`config.mk`:
```
export PLATFORM = sky130hd
export DESIGN_NAME = ff_delay_line
export DESIGN_NICKNAME = d
export VERILOG_FILES = /design/src/rtl/ff_delay_line.sv
export SDC_FILE = /design/constraint.sdc
export NUM_CORES = 1
export LEC_CHECK = 0
export CAP_MARGIN = 20
export CORE_MARGIN = 2
export CORE_UTILIZATION = 39
export CTS_CLUSTER_DIAMETER = 150
export DETAILED_ROUTE_END_ITERATION = 16
export PLACE_DENSITY_LB_ADDON = 0.2
export SLEW_MARGIN = 30
export SYNTH_ARGS = -nofsm -noshare
export SYNTH_HDL_FRONTEND = slang
export SYNTH_SLANG_ARGS = --single-unit
```
`constraint.sdc`:
```
create_clock -name clk -period 1.85 [get_ports clk]
set_clock_uncertainty 0.05 [all_clocks]
set_input_delay 0.37 -clock clk [delete_from_list [all_inputs] [get_ports clk]]
set_output_delay 0.37 -clock clk [all_outputs]
set_load 0.03 [all_outputs]
```
`src/rtl/ff_delay_line.sv`:
```
// Fixed-depth register delay line with clock enable, flush, per-stage valid bits
// and a running count of occupied stages. DEPTH=1 degenerates to an enabled D flip-flop.
module ff_delay_line #(
    parameter int unsigned      WIDTH     = 8,
    parameter int unsigned      DEPTH     = 4,
    parameter logic [WIDTH-1:0] RESET_VAL = '0
) (
    input  logic                       clk,
    input  logic                       rst,
    input  logic                       en,
    input  logic                       flush,
    input  logic [WIDTH-1:0]           din,
    input  logic                       din_valid,
    output logic [WIDTH-1:0]           dout,
    output logic                       dout_valid,
    output logic [WIDTH*DEPTH-1:0]     taps,
    output logic [$clog2(DEPTH+1)-1:0] count
);

    localparam int unsigned CW = $clog2(DEPTH + 1);

    logic [WIDTH-1:0] stage_q [DEPTH];
    logic [WIDTH-1:0] stage_d [DEPTH];
    logic [DEPTH-1:0] valid_q, valid_d;
    logic [CW-1:0]    count_q, count_d;

    // Flush only clears occupancy; stage data stays so taps remain stable.
    always_comb begin
        stage_d = stage_q;
        valid_d = valid_q;
        count_d = count_q;
        if (flush) begin
            valid_d = '0;
            count_d = '0;
        end else if (en) begin
            stage_d[0] = din;
            valid_d[0] = din_valid;
            for (int unsigned k = 1; k < DEPTH; k++) begin
                stage_d[k] = stage_q[k-1];
                valid_d[k] = valid_q[k-1];
            end
            count_d = count_q + CW'(din_valid) - CW'(valid_q[DEPTH-1]);
        end
    end

    always_ff @(posedge clk) begin
        if (rst) begin
            for (int unsigned k = 0; k < DEPTH; k++) begin
                stage_q[k] <= RESET_VAL;
            end
            valid_q <= '0;
            count_q <= '0;
        end else begin
            stage_q <= stage_d;
            valid_q <= valid_d;
            count_q <= count_d;
        end
    end

    always_comb begin
        taps = '0;
        for (int unsigned k = 0; k < DEPTH; k++) begin
            taps[k*WIDTH +: WIDTH] = stage_q[k];
        end
    end

    assign dout       = stage_q[DEPTH-1];
    assign dout_valid = valid_q[DEPTH-1];
    assign count      = count_q;

endmodule

```
**Yosys cells after proc, flatten, opt, wreduce, memory -nomap -nowiden**

Cells that the tools add are included.

- ROM bits: 0
- Bits of input ports: 13
- Register bits: 39
- Bits in latches: 0
- Memories: 0
- Word-level logic and storage cells: 11
- Bits in writable memories: 0

- $mul: 0
- Magnitude comparators: 0
- Shifts and indexed selects: 0
- Add/sub/neg operators: 2
- Reductions and logical operators: 2
- Equal/unequal tests: 0
- Div/mod/pow operators: 0
- Mux-type cells: 0
- Bitwise operators: 1

Operators with widths:

| operator | count |
|---|---|
| adder 3 x 1 -> 3 bit | 1 |
| subtractor 3 x 1 -> 3 bit | 1 |
| AND reduction 2 bit | 1 |
| OR reduction 2 bit | 1 |
| inverter 1 bit | 1 |

**Logic depth before layout (Yosys ltp)**

- Word-level depth: 2
- Gate-level depth with buffers: 9
- Depth with buffers taken out: 9

**Worst setup path before layout**

Ideal clock, no wire load.

- Path kind: reg2reg
- From: register count_q[0], in the netlist count[0]
- To: register count_q[2], in the netlist count[2]
- Slack: -0.186 ns
- Arrival time: 1.870 ns
- Stages on the path, launching flop included: 10
- Clock period less this slack: 2.036 ns
- Cell sequence: dfxtp_1 -> inv_1 -> ha_1 -> inv_1 -> ha_1 -> inv_1 -> fa_1 -> xor2_1 -> a211oi_2 -> a31o_1

- Longest elaborated chain between the ends: 2

RTL lines:

| element | line | text |
|---|---|---|
| start, declared | 25 | `logic [CW-1:0] count_q, count_d;` |
| start signal, assigned | 56 | `count_q <= count_d;` |
| adder 3 x 1 -> 3 bit | 42 | `count_d = count_q + CW'(din_valid) - CW'(valid_q[DEPTH-1]);` |
| subtractor 3 x 1 -> 3 bit | 42 |  |

No other way between the ends.
A chain may end at the register's enable or synchronous reset.

**Worst setup path in the final report**

Ends and elaborated chain as after synthesis.

==> qor.txt <==
status: finished clean
CP max stage delay: 0.37 ns
post-CTS setup repair buffer count: 0
Leakage Power: 0.7680 nW
Reg clk slew, reported paths: 0.07 ns
Vias: 1281
vias in the first global route: 1143
final hold vios: 0
DR WL/cell: 11.63 µm
Hold WC Path Type: reg -> reg
setup tns final: 0 ns
n_diodes: 0
Critical Path RT: 2.04 ns
met2 Track Usage GR: 25.25%
worst slew pin tran: 0.3405 ns
relative slew slack: 77.30%
Synth Register Bits: 39
# IOs: 57
Final GP Congestion: 0.8037
M1 GR Usage: 19.17%
Final Cell Area: 2206 µm²
placed cell areas: 2069 µm²
CTS tree: built
Core ar.: 3689 µm²
clock buffer count from CTS: 5
met3 Resource Use GR: 5.792%
fin. max-slew vios: 0
Synth Warn #: 0
share of cells above drive strength 1: 10.43%
grt total ovfl: 0
H-tree depth: 2
Final ANT Viol Nets: 0
Avg Vias per Cell: 4.608
Area growth syn-to-layout: 46.79%
post-synthesis cell count: 182
Total Power: 1.655 mW
Max Cap Violations: 0
Mapped Area: 1503 µm²
Worst Hold Depth: 2
Initial Util: 40.74%
hpwl dp: 2153 µm
initial drt markers: 95
critical path endpoint category: flop
critical path class: reg -> reg
Residual DRC: 0
Port Buffers: 56
final hold slack: 0.4156 ns
synthesized area per cell: 8.257 µm²
RSZ-0062 raised after global routing: yes
Rows: 22
critical path fanouts, max: 3
CTS Sinks: 39
Die X: 66.07 µm
post-synthesis cell type count: 20
Tot GR Track Use: 16.07%
Worst-Skew Late Latency: 0.29 ns
largest net degree at the start of global routing: 33
PD cells: 750.5 nW/µm²
Seq/Total Area, Yosys: 51.96%
worst path cell trace: inv_4, ha_4, inv_4, ha_4, inv_2, fa_2, xor2_2, a211oi_2, a31o_1
filler instances: 355
root buf cell: clkbuf_8
drt total wl: 3233 µm
first-pass GRT wire length: 5209 µm
syn_nets: 198
Detailed Routing Iterations Pass 1: 4
# setup viols final: 0
initial antenna violation count: 0
Crit-path slowest cell: fa_2
final net count: 245
arrival time at the worst endpoint: 1.97 ns
worst r2r path cells: 9
CP Launch Type: flop
Max Freq: 561.6 MHz
Final min period: 1.780 ns
Die Span Y: 66.07 µm
GRT busiest layer: met2
CTS Hold Bufs: 0
Core Util, Final: 59.80%
die area: 4365 µm²
Peak supply drop: 0.0005533 V
clk buf depth: 2
period utilization: 96.24%
final timing paths:
kind	start	to	slack [ns]
worst max-delay path	count[0]$_SDFFE_PP0P_	count[2]$_SDFFE_PP0P_	0.07
worst min-delay path	taps[14]$_SDFFE_PP0P_	taps[22]$_SDFFE_PP0P_	0.42
worst max register to register	count[0]$_SDFFE_PP0P_	count[2]$_SDFFE_PP0P_	0.07
worst min register to register	taps[14]$_SDFFE_PP0P_	taps[22]$_SDFFE_PP0P_	0.42
layer usage:
| metal | wire [µm] | up-vias |
|---|---|---|
| met2 | 1454 | 37 |
| met5 | 0 | - |
| met4 | 53 | 0 |
| li1 | - | 665 |
| met1 | 1532 | 574 |
| met3 | 193 | 5 |
cells in the final DEF, fill, tap and decap left out, types with 2 or more instances in the layout:
cell	n
a21oi_1	32
nand2_1	64
inv_4	2
mux2i_1	5
clkbuf_8	7
ha_4	2
buf_4	3
buf_12	2
clkdlybuf4s50_1	55
nor2_1	7
dfxtp_1	37
final cells by class:
class	instances	area [µm²]	share of cell area, %
repair buffers	61	621.8	28.19
flip-flops and latches	39	785.8	35.62
multi-input cells	118	618.1	28.02
well taps	48	60.06	2.723
clock buffers	8	100.1	4.538
inverters	4	20.02	0.9075
cells by family (layout without fill, tap and decap cells):
family / after synthesis / after routing / share of synthesized area [%]
buffers and inverters: 25 / 73 / 9.408
multiplexers: 5 / 5 / 3.331
XOR/XNOR: 1 / 1 / 0.5830
adder cells (fa/ha/maj): 3 / 3 / 2.997
AO/OA/AOI/OAI: 35 / 35 / 12.57
AND/OR/NAND/NOR: 74 / 74 / 19.15
flip-flops: 39 / 39 / 51.96
power breakdown:
| group | leakage (nW) | switching (mW) | total, mW | internal (mW) |
|---|---|---|---|---|
| Clock | 0.0515 | 0.280 | 0.620 | 0.340 |
| Sequential | 0.317 | 0.0121 | 0.865 | 0.853 |
| Combinational | 0.400 | 0.0930 | 0.170 | 0.0769 |
critical path, delay by kind of cell (launching register included):
family | cells | cell delay, ns
adders and majority gates | 3 | 0.71
AOI/OAI and AO/OA | 2 | 0.33
buffers and inverters | 3 | 0.12
DFF | 1 | 0.36
xor gates and xnor gates | 1 | 0.16
synthesized netlist by cell type:
library cell | n | area (µm²)
xor2_1 | 1 | 8.760
a31o_1 | 1 | 8.760
nor2_1 | 7 | 26.28
nand2b_2 | 1 | 8.760
a211oi_1 | 1 | 7.510
dfxtp_1 | 39 | 780.8
fa_1 | 1 | 20.02
nand2_1 | 64 | 240.2
a21oi_1 | 32 | 160.2
clkbuf_1 | 4 | 15.01
clkbuf_2 | 1 | 5.000
inv_1 | 4 | 15.01
buf_2 | 7 | 35.03
mux2i_1 | 5 | 50.05
or2_1 | 1 | 6.260
buf_6 | 1 | 11.26
ha_1 | 2 | 25.02
buf_4 | 8 | 60.06
nor2b_1 | 1 | 6.260
a211oi_2 | 1 | 12.51
stage by stage:
stage                     cells  setup slack [ns]
after floorplan             182          0.007890
after global placement      270           -0.1565
after detailed placement    270           -0.1791
after CTS                   278          0.008260
after global routing        278         -0.008802
final                       278           0.06951
flip-flops by register name (all words and copies together) (netlist names):
register and flops:
valid_q 4, dout 8, count 3, taps 24
timing repair:
action	in CTS	in global routing
gates resized for setup	1	9
hold endpoints to repair	0	0
endpoints found under the setup margin	1	1
pin swaps	0	3
gates cloned	0	0
Power figures use the tool's default switching activity.
